--- config.mk ---
export PLATFORM = sky130hd
export DESIGN_NAME = ft6206_i2c_target
export DESIGN_NICKNAME = d
export VERILOG_FILES = /design/src/rtl/ft6206_defines.sv /design/src/rtl/i2c_line_sync.sv /design/src/rtl/ft6206_i2c_target.sv
export SDC_FILE = /design/constraint.sdc
export NUM_CORES = 1
export LEC_CHECK = 0
export ABC_AREA = 1
export BUFFER_PORTS_ARGS = -buffer_cell sky130_fd_sc_hd__buf_4
export CORE_ASPECT_RATIO = 0.6
export CORE_MARGIN = 2
export CORE_UTILIZATION = 30
export CTS_CLUSTER_SIZE = 16
export DETAILED_ROUTE_END_ITERATION = 8
export PLACE_DENSITY_LB_ADDON = 0.08
export SYNTH_ARGS = -nofsm -noshare
export SYNTH_HDL_FRONTEND = slang
export SYNTH_SLANG_ARGS = --single-unit
--- constraint.sdc ---
create_clock -name clk -period 1.57 [get_ports clk]
set_input_delay 0.314 -clock clk [delete_from_list [all_inputs] [get_ports clk]]
set_output_delay 0.314 -clock clk [all_outputs]
set_load 0.05 [all_outputs]
--- src/rtl/ft6206_defines.sv ---
// rtl/ft6206_defines.sv - shared types, register map and read mux for the FT6206 target
package ft6206_defines;

    typedef struct packed {
        logic        valid;
        logic [11:0] x;
        logic [11:0] y;
    } touch_t;

    typedef enum logic [3:0] {
        ST_IDLE, ST_ADDR, ST_ADDR_ACK, ST_PTR, ST_PTR_ACK,
        ST_WDATA, ST_WDATA_ACK, ST_RDATA, ST_RACK
    } state_t;

    localparam logic [7:0] REG_TD_STATUS = 8'h02;
    localparam logic [7:0] REG_P1_XH     = 8'h03;
    localparam logic [7:0] REG_P1_XL     = 8'h04;
    localparam logic [7:0] REG_P1_YH     = 8'h05;
    localparam logic [7:0] REG_P1_YL     = 8'h06;
    localparam logic [7:0] REG_P2_XH     = 8'h09;
    localparam logic [7:0] REG_P2_XL     = 8'h0A;
    localparam logic [7:0] REG_P2_YH     = 8'h0B;
    localparam logic [7:0] REG_P2_YL     = 8'h0C;
    localparam logic [7:0] REG_TH_GROUP  = 8'h80;
    localparam logic [7:0] REG_CHIP_ID   = 8'hA3;
    localparam logic [7:0] REG_VENDOR_ID = 8'hA8;
    localparam logic [7:0] CHIP_ID       = 8'h06;
    localparam logic [7:0] VENDOR_ID     = 8'h11;

    // idx: 0 = evt/x hi, 1 = x lo, 2 = id/y hi, 3 = y lo; invalid points read as zero coords
    function automatic logic [7:0] point_reg(input touch_t p, input logic [3:0] id,
                                             input logic [1:0] idx);
        logic [11:0] x;
        logic [11:0] y;
        x = p.valid ? p.x : 12'h000;
        y = p.valid ? p.y : 12'h000;
        case (idx)
            2'd0:    point_reg = {(p.valid ? 2'b10 : 2'b01), 2'b00, x[11:8]};
            2'd1:    point_reg = x[7:0];
            2'd2:    point_reg = {id, y[11:8]};
            default: point_reg = y[7:0];
        endcase
    endfunction

    function automatic logic [7:0] read_reg(input logic [7:0] addr, input touch_t p1,
                                            input touch_t p2, input logic [7:0] thresh);
        case (addr)
            REG_TD_STATUS: read_reg = {6'b0, {1'b0, p1.valid} + {1'b0, p2.valid}};
            REG_P1_XH, REG_P1_XL, REG_P1_YH, REG_P1_YL:
                read_reg = point_reg(p1, 4'h0, addr[1:0] - 2'd3);
            REG_P2_XH, REG_P2_XL, REG_P2_YH, REG_P2_YL:
                read_reg = point_reg(p2, 4'h1, addr[1:0] - 2'd1);
            REG_TH_GROUP:  read_reg = thresh;
            REG_CHIP_ID:   read_reg = CHIP_ID;
            REG_VENDOR_ID: read_reg = VENDOR_ID;
            default:       read_reg = 8'h00;
        endcase
    endfunction

endpackage

--- src/rtl/i2c_line_sync.sv ---
// rtl/i2c_line_sync.sv - SCL/SDA synchronizer with START, STOP and SCL edge detection
module i2c_line_sync #(
    parameter int SYNC_STAGES = 2
) (
    input  logic clk,
    input  logic rst,
    input  logic scl,
    input  logic sda,
    output logic sda_s,
    output logic scl_rise,
    output logic scl_fall,
    output logic start_det,
    output logic stop_det
);
    logic [SYNC_STAGES-1:0] scl_ff;
    logic [SYNC_STAGES-1:0] sda_ff;
    logic                   scl_q;
    logic                   sda_q;
    logic                   scl_s;

    always_ff @(posedge clk) begin
        if (rst) begin
            scl_ff <= '1;
            sda_ff <= '1;
            scl_q  <= 1'b1;
            sda_q  <= 1'b1;
        end else begin
            for (int i = SYNC_STAGES - 1; i > 0; i--) begin
                scl_ff[i] <= scl_ff[i-1];
                sda_ff[i] <= sda_ff[i-1];
            end
            scl_ff[0] <= scl;
            sda_ff[0] <= sda;
            scl_q     <= scl_s;
            sda_q     <= sda_s;
        end
    end

    assign scl_s     = scl_ff[SYNC_STAGES-1];
    assign sda_s     = sda_ff[SYNC_STAGES-1];
    assign scl_rise  = scl_s & ~scl_q;
    assign scl_fall  = ~scl_s & scl_q;
    assign start_det = scl_s & scl_q & sda_q & ~sda_s;
    assign stop_det  = scl_s & scl_q & ~sda_q & sda_s;

endmodule

--- src/rtl/ft6206_i2c_target.sv ---
// rtl/ft6206_i2c_target.sv - FT6206-compatible I2C touch controller target
module ft6206_i2c_target
    import ft6206_defines::*;
#(
    parameter logic [6:0] ADDR        = 7'h38,
    parameter int         SYNC_STAGES = 2
) (
    input  logic        clk,
    input  logic        rst,
    input  logic        scl,
    input  logic        sda_in,
    output logic        sda_oe,
    input  logic        p1_valid,
    input  logic [11:0] p1_x,
    input  logic [11:0] p1_y,
    input  logic        p2_valid,
    input  logic [11:0] p2_x,
    input  logic [11:0] p2_y,
    output logic        busy,
    output logic [7:0]  thresh
);
    logic       sda_s, scl_rise, scl_fall, start_det, stop_det;
    state_t     state;
    logic [3:0] bit_cnt;
    logic [7:0] rx, rx_next, tx, ptr, rd_byte;
    logic       rw, rack_ack, byte_done;
    touch_t     p1_shadow, p2_shadow;

    i2c_line_sync #(.SYNC_STAGES(SYNC_STAGES)) u_line_sync (
        .clk       (clk),
        .rst       (rst),
        .scl       (scl),
        .sda       (sda_in),
        .sda_s     (sda_s),
        .scl_rise  (scl_rise),
        .scl_fall  (scl_fall),
        .start_det (start_det),
        .stop_det  (stop_det)
    );

    assign rx_next   = {rx[6:0], sda_s};
    assign byte_done = scl_rise && (bit_cnt == 4'd7);
    assign rd_byte   = read_reg(ptr, p1_shadow, p2_shadow, thresh);

    // ACK states drive SDA on the first SCL fall and release on the second
    always_ff @(posedge clk) begin
        if (rst) begin
            state     <= ST_IDLE;
            sda_oe    <= 1'b0;
            busy      <= 1'b0;
            ptr       <= 8'h00;
            thresh    <= 8'h80;
            p1_shadow <= '0;
            p2_shadow <= '0;
            bit_cnt   <= 4'd0;
            rx        <= 8'h00;
            tx        <= 8'h00;
            rw        <= 1'b0;
            rack_ack  <= 1'b0;
        end else if (start_det) begin
            state     <= ST_ADDR;
            bit_cnt   <= 4'd0;
            sda_oe    <= 1'b0;
            p1_shadow <= {p1_valid, p1_x, p1_y};
            p2_shadow <= {p2_valid, p2_x, p2_y};
        end else if (stop_det) begin
            state   <= ST_IDLE;
            bit_cnt <= 4'd0;
            sda_oe  <= 1'b0;
            busy    <= 1'b0;
        end else begin
            if (scl_rise) begin
                rx      <= rx_next;
                bit_cnt <= bit_cnt + 4'd1;
            end
            case (state)
                ST_ADDR: if (byte_done) begin
                    bit_cnt <= 4'd0;
                    if (rx_next[7:1] == ADDR) begin
                        state <= ST_ADDR_ACK;
                        rw    <= rx_next[0];
                        busy  <= 1'b1;
                    end else begin
                        state <= ST_IDLE;
                        busy  <= 1'b0;
                    end
                end
                ST_PTR: if (byte_done) begin
                    bit_cnt <= 4'd0;
                    ptr     <= rx_next;
                    state   <= ST_PTR_ACK;
                end
                ST_WDATA: if (byte_done) begin
                    bit_cnt <= 4'd0;
                    if (ptr == REG_TH_GROUP) thresh <= rx_next;
                    ptr   <= ptr + 8'd1;
                    state <= ST_WDATA_ACK;
                end
                ST_ADDR_ACK, ST_PTR_ACK, ST_WDATA_ACK: if (scl_fall) begin
                    bit_cnt <= 4'd0;
                    if (!sda_oe) begin
                        sda_oe <= 1'b1;
                    end else if (state == ST_ADDR_ACK && rw) begin
                        state  <= ST_RDATA;
                        tx     <= {rd_byte[6:0], 1'b0};
                        sda_oe <= ~rd_byte[7];
                        ptr    <= ptr + 8'd1;
                    end else begin
                        sda_oe <= 1'b0;
                        state  <= (state == ST_ADDR_ACK) ? ST_PTR : ST_WDATA;
                    end
                end
                ST_RDATA: if (scl_fall) begin
                    if (bit_cnt == 4'd8) begin
                        sda_oe  <= 1'b0;
                        bit_cnt <= 4'd0;
                        state   <= ST_RACK;
                    end else begin
                        sda_oe <= ~tx[7];
                        tx     <= {tx[6:0], 1'b0};
                    end
                end
                ST_RACK: begin
                    if (scl_rise) rack_ack <= ~sda_s;
                    if (scl_fall && bit_cnt == 4'd1) begin
                        bit_cnt <= 4'd0;
                        if (rack_ack) begin
                            state  <= ST_RDATA;
                            tx     <= {rd_byte[6:0], 1'b0};
                            sda_oe <= ~rd_byte[7];
                            ptr    <= ptr + 8'd1;
                        end else begin
                            sda_oe <= 1'b0;
                            busy   <= 1'b0;
                            state  <= ST_IDLE;
                        end
                    end
                end
                default: ;
            endcase
        end
    end

endmodule
==> results of run 1 <==
[cell usage in the layout (no fill, tap or decap), types with 5 or more instances in the layout]
cell | Yosys | routed
inv_4 | 1 | 11
buf_4 | 1 | 140
nor2_1 | 144 | 136
ha_4 | 0 | 7
inv_1 | 74 | 52
nor2_2 | 4 | 6
buf_6 | 0 | 12
dfxtp_1 | 98 | 86
nand3_1 | 45 | 32
a21oi_1 | 45 | 33
nand2_1 | 144 | 116
nand2_2 | 10 | 27
a21oi_2 | 0 | 12
nand3_2 | 2 | 12
o21ai_0 | 87 | 70
clkbuf_16 | 0 | 11
inv_2 | 11 | 18
o21ai_2 | 0 | 6
buf_12 | 0 | 10
nand4_1 | 17 | 17
nand2_4 | 3 | 13
dfxtp_4 | 0 | 8
nand3_4 | 1 | 5
xor2_1 | 7 | 7
o21ai_1 | 1 | 11
nor2_4 | 2 | 8
[through the flow]
step | util [%] | worst slack [ps] | hold WS, ps
after floorplan | - | 1.222 | 389.5
after global placement | 39.15 | -292.0 | 395.0
after detailed placement | 39.15 | -309.3 | 394.7
after CTS | 43.60 | -190.3 | 136.5
after global routing | 46.45 | -288.5 | 142.4
final | 46.45 | -209.2 | 145.8
[path summary, 6_finish.rpt]
| kind | from | end | slack, ps |
|---|---|---|---|
| max | state[3] | ptr[1] | -210 |
| min | scl | u_line_sync.scl_ff[0] | 150 |
| max reg2reg | state[3] | ptr[1] | -210 |
| min reg2reg | u_line_sync.sda_ff[0] | u_line_sync.sda_ff[1] | 410 |
[final cells by class]
cell class | instances | area [sq um]
fill | 1687 | 8805
multi-input combinational | 554 | 3218
sequential | 98 | 1997
timing repair buffer | 166 | 1466
inverter | 86 | 374.1
tap | 228 | 285.3
clock buffer | 10 | 239.0
clock inverter | 6 | 56.30
[metal layers]
metal	vias to the layer above	GRT usage, %	share of wire [%]	routed length [um]
met1	2486	29.52	53	9048
met3	10	4.242	5.5	931
li1	2767	-	-	-
met2	119	26.16	41	6899
met4	0	3.241	0.77	131
met5	-	0	0	0
[where the power goes]
part | total [mW] | leakage [nW] | switching (mW) | internal (mW)
Clock | 2.22 | 0.144 | 1.07 | 1.16
Combinational | 6.57 | 2.35 | 3.52 | 3.05
Sequential | 3.06 | 0.804 | 0.274 | 2.78
[cells by family after synthesis]
family	count (synthesis)	share of synthesized area, %
buffers and inverters	116	8.745
adders and majority gates	11	2.702
xor gates and xnor gates	7	1.204
and+or+nand+nor	393	34.78
DFF	98	38.52
AOI/OAI and AO/OA	140	14.05
[registers in the layout, indices dropped and copies added, names as in the netlist]
signal,flops
p1_shadow,25
p2_shadow,25
ptr,8
thresh,8
rx,7
tx,7
bit_cnt,4
state,4
u_line_sync.scl_ff,2
u_line_sync.sda_ff,2
busy,1
rack_ack,1
rw,1
sda_oe,1
u_line_sync.scl_q,1
u_line_sync.sda_q,1
[repair_timing]
| item | CTS | global route |
|---|---|---|
| setup endpoints to repair | 79 | 67 |
| gates cloned | 2 | 3 |
| pin swaps | 41 | 58 |
| setup buffers | 12 | 12 |
| gates resized for setup | 107 | 93 |
==> out/metrics.yaml, run 1 <==
drt:
  ant_nets: 0
  avgRoutedWirePerCell_um: 14.82
  via_per_inst: 4.688
  drt_drc_violations_left: 0
  drt-initial-drc-count: 377
  vias: 5382
  first_pass_iters: 5
  wl_um: 17010
cts:
  cts_root_buffer: "clkbuf_16"
  cts_hold_buf: 0
  numCtsBuffers: 9
  cts_max_level: 3
  clk_pin_slew_ps: 70
  clock_latency_ps: 360
  clockBufferDepth: 2
  clock-sinks: 98
  cts_tree: "yes"
floorplan:
  die_y_um: 104.9
  pin_count: 64
  floorplan.initialDensity_pct: 30.98
  coreArea_sq_um: 16440
  fp.dieW_um: 172.2
  dieArea_sq_um: 18070
  num_rows: 36
yosys:
  yosysSeqAreaShare_pct: 38.52
  synth_top_cell_area_share_pct: 38.52
  synth_top_flop_cell: "dfxtp_1"
  ys_ff_latch: 98
  yosysTopAreaCell: "dfxtp_1"
  synth.area.top_cells: "dfxtp_1, nand2_1, nor2_1, o21ai_0, inv_1"
  synthCells: 765
  ys_async_sr_fraction_pct: 0
  synth_warnings: 0
  synth.net_count: 830
  syn-cell-area_sq_um: 5094
  synth_cell_types: 39
  synth_edf_count: 0
  syn_avg_cell_area_sq_um: 6.658
  synth_commonest_cells: "nand2_1, nor2_1, dfxtp_1"
pwr:
  p_leak_nw: 3.300
  power.density_nw_per_um2: 1552
  report.power.total_mw: 11.85
  ir_drop_v: 0.0006668
setup_path:
  cpLargestDelayFamily: "simple AND/OR/NAND/NOR gates"
  crit_arrival_ps: 2030
  critical_path_class: "reg2reg"
  slowest_stage: "dfxtp_4"
  cp.required_ps: 1820
  cp.depth: 9
  r2r_cells: 9
  startpoint_type: "register"
  slowest_delay_ps: 390
  end_kind: "register"
  critPathMaxFanout: 5
  cp_num_buf_inv: 3
  crit_path_cell_trace: "buf_12, nor2_4, nand2_4, nand4_1, buf_6, clkbuf_16, a21oi_1, and3_1, nor2_2"
layout:
  syn_to_final_growth_pct: 49.91
  instances_no_fill: 1148
  design_area_sq_um: 7636
  diodes: 0
  nets: 980
  layout-drive-gt1-share_pct: 37.17
timing:
  hold_violations: 0
  fin_tns_setup_ps: -2911
  rsz0062_at_grt: "true"
  drv_slew: 0
  slew-limit-headroom_pct: 74.52
  tightest_slew_ps: 381.7
  setup_violations: 24
  fmax_mhz: 562.0
  fin_crit_sh_pct: 113.3
  period_minus_slack_ps: 1779
  skew_ps: 10.17
  setup_slack_ps: -209.2
global_routing:
  grt_start_max_net_pins: 57
  grt_usage_pct: 18.87
  overflow: 0
  antenna_found_initial: 0
  grt_first_pass_wirelength_um: 26630
  grt_pass1_vias: 5116
hold_path:
  holdPathStages: 2
  hold_class: "in2reg"
place:
  gp_congestion: 0.8874
  post-dp-hpwl_um: 12340
  place_area_sq_um: 6436
  port-buffer-count: 63
  dp.cells: 1106
status:
  status: "complete, but fails checks"
  violations: "setup timing"
job:
  cap_violations: 0
(Power assumes the default switching activity.)
==> run 2: changes to the inputs <==
--- a/config.mk
+++ b/config.mk
@@ -5,7 +5,7 @@
 export SDC_FILE = /design/constraint.sdc
 export NUM_CORES = 1
 export LEC_CHECK = 0
-export ABC_AREA = 1
+export ABC_AREA = 0
 export BUFFER_PORTS_ARGS = -buffer_cell sky130_fd_sc_hd__buf_4
 export CORE_ASPECT_RATIO = 0.6
 export CORE_MARGIN = 2
==> run 2 against run 1 <==
  * The run still ends with setup timing left
  * Sequential power fell by 16%
  * Worst hold slack improved by 8.5 ps
  * Flip-flop and latch count did not move
  * Synthesized cell count fell by 14%
  * Combinational power fell by 92%
  * Setup slack got worse by 350 ps
  * Final cell count fell by 5.9%
  * Via count rose by 5.0%
  * Sequential share of layout area fell by 1.4 points
  * Critical path type unchanged
  * Largest cell class unchanged
==> out/metrics.yaml, run 2 <==
global_routing:
  antenna_found_initial: 0  # unchanged
  overflow: 0  # unchanged
  grt_first_pass_wirelength_um: 30240  # +14%
  grt_pass1_vias: 5455  # +6.6%
  grt_start_max_net_pins: 55  # -3.5%
  grt_usage_pct: 21.06  # +2.2 points
yosys:
  synth.area.top_cells: "dfxtp_1, nand2_1, a21oi_1, clkbuf_1, ha_1"
  ys_async_sr_fraction_pct: 0  # unchanged
  synth_warnings: 0  # unchanged
  yosysSeqAreaShare_pct: 38.10  # -0.42 points
  synthCells: 660  # -14%
  synth_commonest_cells: "nand2_1, dfxtp_1, a21oi_1"
  synth.net_count: 725  # -13%
  ys_ff_latch: 98  # unchanged
  syn_avg_cell_area_sq_um: 7.803  # +17%
  synth_edf_count: 0  # unchanged
  synth_top_flop_cell: "dfxtp_1"
  synth_cell_types: 70  # +79%
  syn-cell-area_sq_um: 5150  # +1.1%
  yosysTopAreaCell: "dfxtp_1"
  synth_most_common_cell: "nand2_1"
  synth_top_cell_area_share_pct: 38.10  # -0.42 points
cts:
  clock_latency_ps: 350  # about the same
  cts_tree: "yes"
  cts_max_level: 3  # unchanged
  numCtsBuffers: 9  # unchanged
  clockBufferDepth: 2  # unchanged
  clk_pin_slew_ps: 70  # about the same
  clock-sinks: 98  # unchanged
  cts_root_buffer: "clkbuf_16"
drt:
  first_pass_iters: 5  # unchanged
  ant_nets: 0  # unchanged
  drt_drc_violations_left: 0  # unchanged
  via_per_inst: 5.233  # +12%
  avgRoutedWirePerCell_um: 18.49  # +25%
  drt-initial-drc-count: 399  # +5.8%
  vias: 5652  # +5.0%
  wl_um: 19970  # +17%
timing:
  skew_ps: 8.521  # -1.652 ps
  setup_slack_ps: -560.6  # -351.4 ps
  hold_violations: 0  # unchanged
  hold-worst-slack_ps: 154.3  # +8.540 ps
  slew-limit-headroom_pct: 70.73  # -3.8 points
  setup_violations: 34  # +42%
  tightest_slew_ps: 436.4  # +54.68 ps
  fin_crit_sh_pct: 135.7  # +22 points
  period_minus_slack_ps: 2131  # +351.4 ps
  rsz0062_at_grt: "true"
  fin_tns_setup_ps: -14410  # -11,500 ps
  fmax_mhz: 469.3  # -16%
  drv_slew: 0  # unchanged
pwr:
  p_leak_nw: 3.047  # -7.7%
  power.density_nw_per_um2: 671.4  # -57%
  ir_drop_v: 0.0005036  # -24%
place:
  place_area_sq_um: 6952  # +8.0%
  port-buffer-count: 63  # unchanged
  place_ws_ps: -536.6  # -227.3 ps
  gp_congestion: 0.9433  # +6.3%
  post-dp-hpwl_um: 14290  # +16%
setup_path:
  critPathLaunch: "state[0]"
  critical_path_class: "reg2reg"
  cp.required_ps: 1840  # +20 ps
  end_kind: "register"
  startpoint_type: "register"
  crit_arrival_ps: 2400  # +370 ps
  critPathMaxFanout: 8  # +3
  crit_path_cell_trace: "or4b_4, buf_6, o221a_4, or3b_1, a211o_1, a21oi_1"
  slowest_stage: "or4b_4"
  slowest_delay_ps: 580  # +190 ps
  r2r_end: "ptr[4]"
  rrSetupSlack_ps: -560  # -350 ps
  r2r_cells: 6  # -3
  reg2reg_from: "state[0]"
status:
  status: "complete, but fails checks"
  violations: "setup timing"
layout:
  diodes: 0  # unchanged
  reg_top3: "p1_shadow (25), p2_shadow (25)"
  final_common_cell: "buf_4"
  design_area_sq_um: 7991  # +4.7%
  nets: 906  # -7.6%
  syn_to_final_growth_pct: 55.17
  final_util_pct: 47.04  # +0.59 points
  final_cell_mix: "buf_4, nand2_1, dfxtp_1"
  layout-drive-gt1-share_pct: 41.25  # +4.1 points
floorplan:
  floorplan.initialDensity_pct: 30.31  # -0.67 points
  die_y_um: 105.5  # +0.53%
  pin_count: 64  # unchanged
  dieArea_sq_um: 18270  # +1.1%
  fp.dieW_um: 173.1  # +0.54%
  coreArea_sq_um: 16990  # +3.3%
  num_rows: 37  # +2.8%
job:
  cap_violations: 0  # unchanged
hold_path:
  hold_class: "in2reg"
  hold_end: "u_line_sync.sda_ff[0]"
  min_from: "sda_in"
  holdPathStages: 2  # unchanged
run 2: changes by cell type in the layout (fill, tap and decap cells not counted), sizes merged, moves of 9 or more:
cell / delta
nand3: -35
nand2b: +9
o21ai: -70
inv: -75
nor2b: +9
nor2: -123
mux2i: +10
nand4: -14
a21oi: +38
buf: +54
run 2: cell families after synthesis:
kind of cell             count (synthesis)  share of synthesized area [%]
multiplexers                            11                          2.162
XOR/XNOR                                 6                          1.021
AND/OR/NAND/NOR                        283                          27.09
flip-flops                              98                          38.10
AO/OA/AOI/OAI                          188                          23.96
buffers and inverters                   63                          5.005
adder cells (fa/ha/maj)                 11                          2.672
run 2: final cells by class:
class	count	area [sq um]
fillers	1681	8999
multi-input cells	499	3495
flip-flops and latches	98	1982
repair buffers	222	1871
well taps	234	292.8
clock buffers	10	229.0
clock inverters	6	73.82
inverters	11	48.80
run 2: worst max-delay path by stage:
stage                      endpoint  slack, ps  depth (start not counted)
final                        ptr[4]       -560                          6
after CTS                 thresh[6]       -520                          6
after global placement       ptr[4]       -550                          8
after floorplan           thresh[7]       -550                          7
after global routing         ptr[4]       -640                          6
after detailed placement  thresh[6]       -540                          8
run 2: through the flow:
stage               cells  power (mW)
global route         1080       5.578
global placement     1043       3.040
detailed placement   1043       3.047
CTS                  1068       5.344
floorplan             660       2.803
finish               1080       5.366
run 2: routing by layer:
layer	vias up	track usage [%]	part of all wire [%]
met4	0	4.358	0.96
met3	15	4.004	5.2
met2	172	28.91	39
li1	2743	-	-
met1	2722	33.27	55
met5	-	0	0
run 2: timing repair:
item | in CTS | in global routing
buffers inserted | 10 | 11
pin swaps | 24 | 28
cloned | 0 | 6
hold buffers | 0 | 0
setup endpoints to repair | 35 | 59
resized for setup | 76 | 43
run 2: power by group:
part / total [mW] / switching [mW] / internal, mW
clock network: 2.29 / 1.03 / 1.26
registers: 2.57 / 0.0377 / 2.53
logic: 0.509 / 0.252 / 0.257
total: 5.37 / 1.32 / 4.05
run 2: worst max-delay path: cells and delay by family (launching register included):
family | cells | cell delay (ps)
buffers and inverters | 1 | 150
AOI/OAI and AO/OA | 3 | 590
and+or+nand+nor | 2 | 980
DFF | 1 | 320
==> run 3: changes to the inputs <==
--- a/config.mk
+++ b/config.mk
@@ -12,7 +12,7 @@
 export CORE_UTILIZATION = 30
 export CTS_CLUSTER_SIZE = 16
 export DETAILED_ROUTE_END_ITERATION = 8
-export PLACE_DENSITY_LB_ADDON = 0.08
+export PLACE_DENSITY_LB_ADDON = 0.15
 export SYNTH_ARGS = -nofsm -noshare
 export SYNTH_HDL_FRONTEND = slang
 export SYNTH_SLANG_ARGS = --single-unit
==> run 3 against run 2 <==
  * The flow still finishes with violations (setup timing)
  * Clock power shrank 10%
  * Clock skew fell by 3.2 ps
  * Die area unchanged
  * Flip-flop and latch count stayed put
  * Wire length rose by 3.0%
  * Non-clock buffer count is 12 higher
  * Sequential power hardly changed
  * Fmax down 1.2%
  * Critical endpoint is now tx[5]
  * Highest routed layer unchanged
==> out/metrics.yaml, run 3 (synthesis results as in run 2) <==
global_routing:
  grt_pass1_vias: 5490  # +0.64%
  grt_start_max_net_pins: 86  # +56%
  grt_first_pass_wirelength_um: 30800  # +1.9%
  overflow: 0  # unchanged
  grt_usage_pct: 21.68  # +0.62 points
  antenna_found_initial: 0  # unchanged
floorplan:
  dieArea_sq_um: 18270  # unchanged
  fp.dieW_um: 173.1  # unchanged
  coreArea_sq_um: 16990  # unchanged
  num_rows: 37  # unchanged
  floorplan.initialDensity_pct: 30.31  # unchanged
  pin_count: 64  # unchanged
  die_y_um: 105.5  # unchanged
timing:
  setup_violations: 35  # +2.9%
  setup_slack_ps: -586.2  # -25.63 ps
  tightest_slew_ps: 432.5  # -3.886 ps
  hold_violations: 0  # unchanged
  fin_tns_setup_ps: -14020  # +397.2 ps
  rsz0062_at_grt: "true"
  skew_ps: 5.273  # -3.248 ps
  period_minus_slack_ps: 2156  # +25.63 ps
  fmax_mhz: 463.8  # -1.2%
  hold-worst-slack_ps: 148.1  # -6.235 ps
  fin_crit_sh_pct: 137.3  # +1.6 points
  slew-limit-headroom_pct: 71.17  # +0.43 points
  drv_slew: 0  # unchanged
cts:
  clock_latency_ps: 350  # about the same
  cts_max_level: 3  # unchanged
  numCtsBuffers: 9  # unchanged
  cts_tree: "yes"
  clockBufferDepth: 2  # unchanged
  clk_pin_slew_ps: 70  # about the same
  cts_root_buffer: "clkbuf_16"
  clock-sinks: 98  # unchanged
  cts_hold_buf: 0  # unchanged
layout:
  final-seq-area_sq_um: 1999  # +0.88%
  multiInputGateArea_sq_um: 3720  # +6.4%
  final_cell_mix: "buf_4, nand2_1, dfxtp_1"
  fillCellCount: 1624  # -3.4%
  syn_to_final_growth_pct: 62.07
  layout-drive-gt1-share_pct: 45.52  # +4.3 points
  nets: 919  # +1.4%
  diodes: 0  # unchanged
  final_util_pct: 49.13  # +2.1 points
  final_common_cell: "buf_4"
  reg_top3: "p1_shadow (25), p2_shadow (25)"
pwr:
  report.power.total_mw: 5.131  # -4.4%
  power.density_nw_per_um2: 614.7  # -8.4%
  ir_drop_v: 0.0004937  # -2.0%
  p_leak_nw: 3.154  # +3.5%
status:
  violations: "setup timing"
  status: "complete, but fails checks"
hold_path:
  holdPathStages: 2  # unchanged
  min_from: "scl"
  hold_end: "u_line_sync.scl_ff[0]"
  hold_class: "in2reg"
drt:
  vias: 5786  # +2.4%
  avgRoutedWirePerCell_um: 18.83  # +1.8%
  wl_um: 20580  # +3.0%
  ant_nets: 0  # unchanged
  drt-initial-drc-count: 469  # +18%
  drt_drc_violations_left: 0  # unchanged
  first_pass_iters: 7  # +2
  via_per_inst: 5.294  # +1.2%
setup_path:
  cp.required_ps: 1780  # -60 ps
  end_kind: "register"
  reg2reg_from: "ptr[1]"
  rrSetupSlack_ps: -590  # -30 ps
  slowest_stage: "or4b_4"
  cp_num_buf_inv: 1  # unchanged
  crit_top_cell: "o211ai_1"
  r2r_cells: 7  # +1
  crit_arrival_ps: 2370  # -30 ps
  startpoint_type: "register"
  critPathMaxFanout: 6  # -2
  critical_path_class: "reg2reg"
  slowest_delay_ps: 570  # about the same
  crit_path_cell_trace: "inv_6, ha_4, or4b_4, a21oi_2, o211ai_1, o211ai_1, a311oi_1"
  r2r_end: "tx[5]"
  cpLargestDelayFamily: "compound AO/OA/AOI/OAI gates"
place:
  place_ws_ps: -624.7  # -88.03 ps
  post-dp-hpwl_um: 14370  # +0.55%
  gp_congestion: 0.9451  # +0.19%
  port-buffer-count: 63  # unchanged
job:
  cap_violations: 0  # unchanged
## run 3: changes by cell type in the layout (fill, tap and decap cells not counted), moves of 4 or more
cell	delta
a21oi_1	-8
a21oi_2	+7
buf_4	-4
buf_6	+14
dfxtp_2	-4
dfxtp_4	+6
## run 3: worst max path at each step
| stage | cells past startpoint | end | startpoint |
|---|---|---|---|
| after floorplan | 7 | thresh[7] | ptr[4] |
| after CTS | 6 | thresh[1] | ptr[4] |
| after detailed placement | 6 | ptr[7] | state[1] |
| final | 7 | tx[5] | ptr[1] |
| after global placement | 8 | tx[2] | ptr[0] |
| after global routing | 8 | tx[5] | ptr[1] |
## run 3: worst register-to-register path: cells and delay by family, from the launching register on
| kind | cells | cell delay [ps] |
|---|---|---|
| adder cells (fa/ha/maj) | 1 | 160 |
| AND/OR/NAND/NOR | 1 | 570 |
| AO/OA/AOI/OAI | 4 | 840 |
| buffers and inverters | 1 | 60 |
| flip-flops | 1 | 410 |
## run 3: final cells by class
type / count / area share (%)
tap: 234 / 3.508
sequential: 98 / 23.95
timing repair buffer: 234 / 24.18
clock inverter: 4 / 0.3148
inverter: 11 / 0.6446
clock buffer: 12 / 2.833
multi-input combinational: 500 / 44.57
## run 3: routing by layer
layer  global-route usage [%]  vias to the layer above  part of all wire, %  wire [um]
met4                    4.298                        0                  1.0        210
li1                         -                     2770                    -          -
met5                        0                        -                    0          0
met1                    32.37                     2807                   51      10410
met2                    30.77                      192                   41       8424
met3                    6.061                       17                  7.4       1532
## run 3: report_power, final
part / switching (mW) / total, mW / internal (mW)
combinational: 0.261 / 0.515 / 0.254
sequential: 0.0370 / 2.56 / 2.53
clock: 0.974 / 2.05 / 1.08
total: 1.27 / 5.13 / 3.86
## run 3: what timing repair did
action	in CTS	in global routing
pin swaps	39	60
setup endpoints to repair	84	78
gates resized for setup	104	79
setup buffers	16	15
cloned	1	4
## run 3: through the flow
stage	instance area (sq um)	cells
2_1_floorplan	5366	660
3_3_place_gp	6972	1044
3_5_place_dp	6972	1044
4_1_cts	7794	1077
5_1_grt	8347	1093
6_report	8347	1093
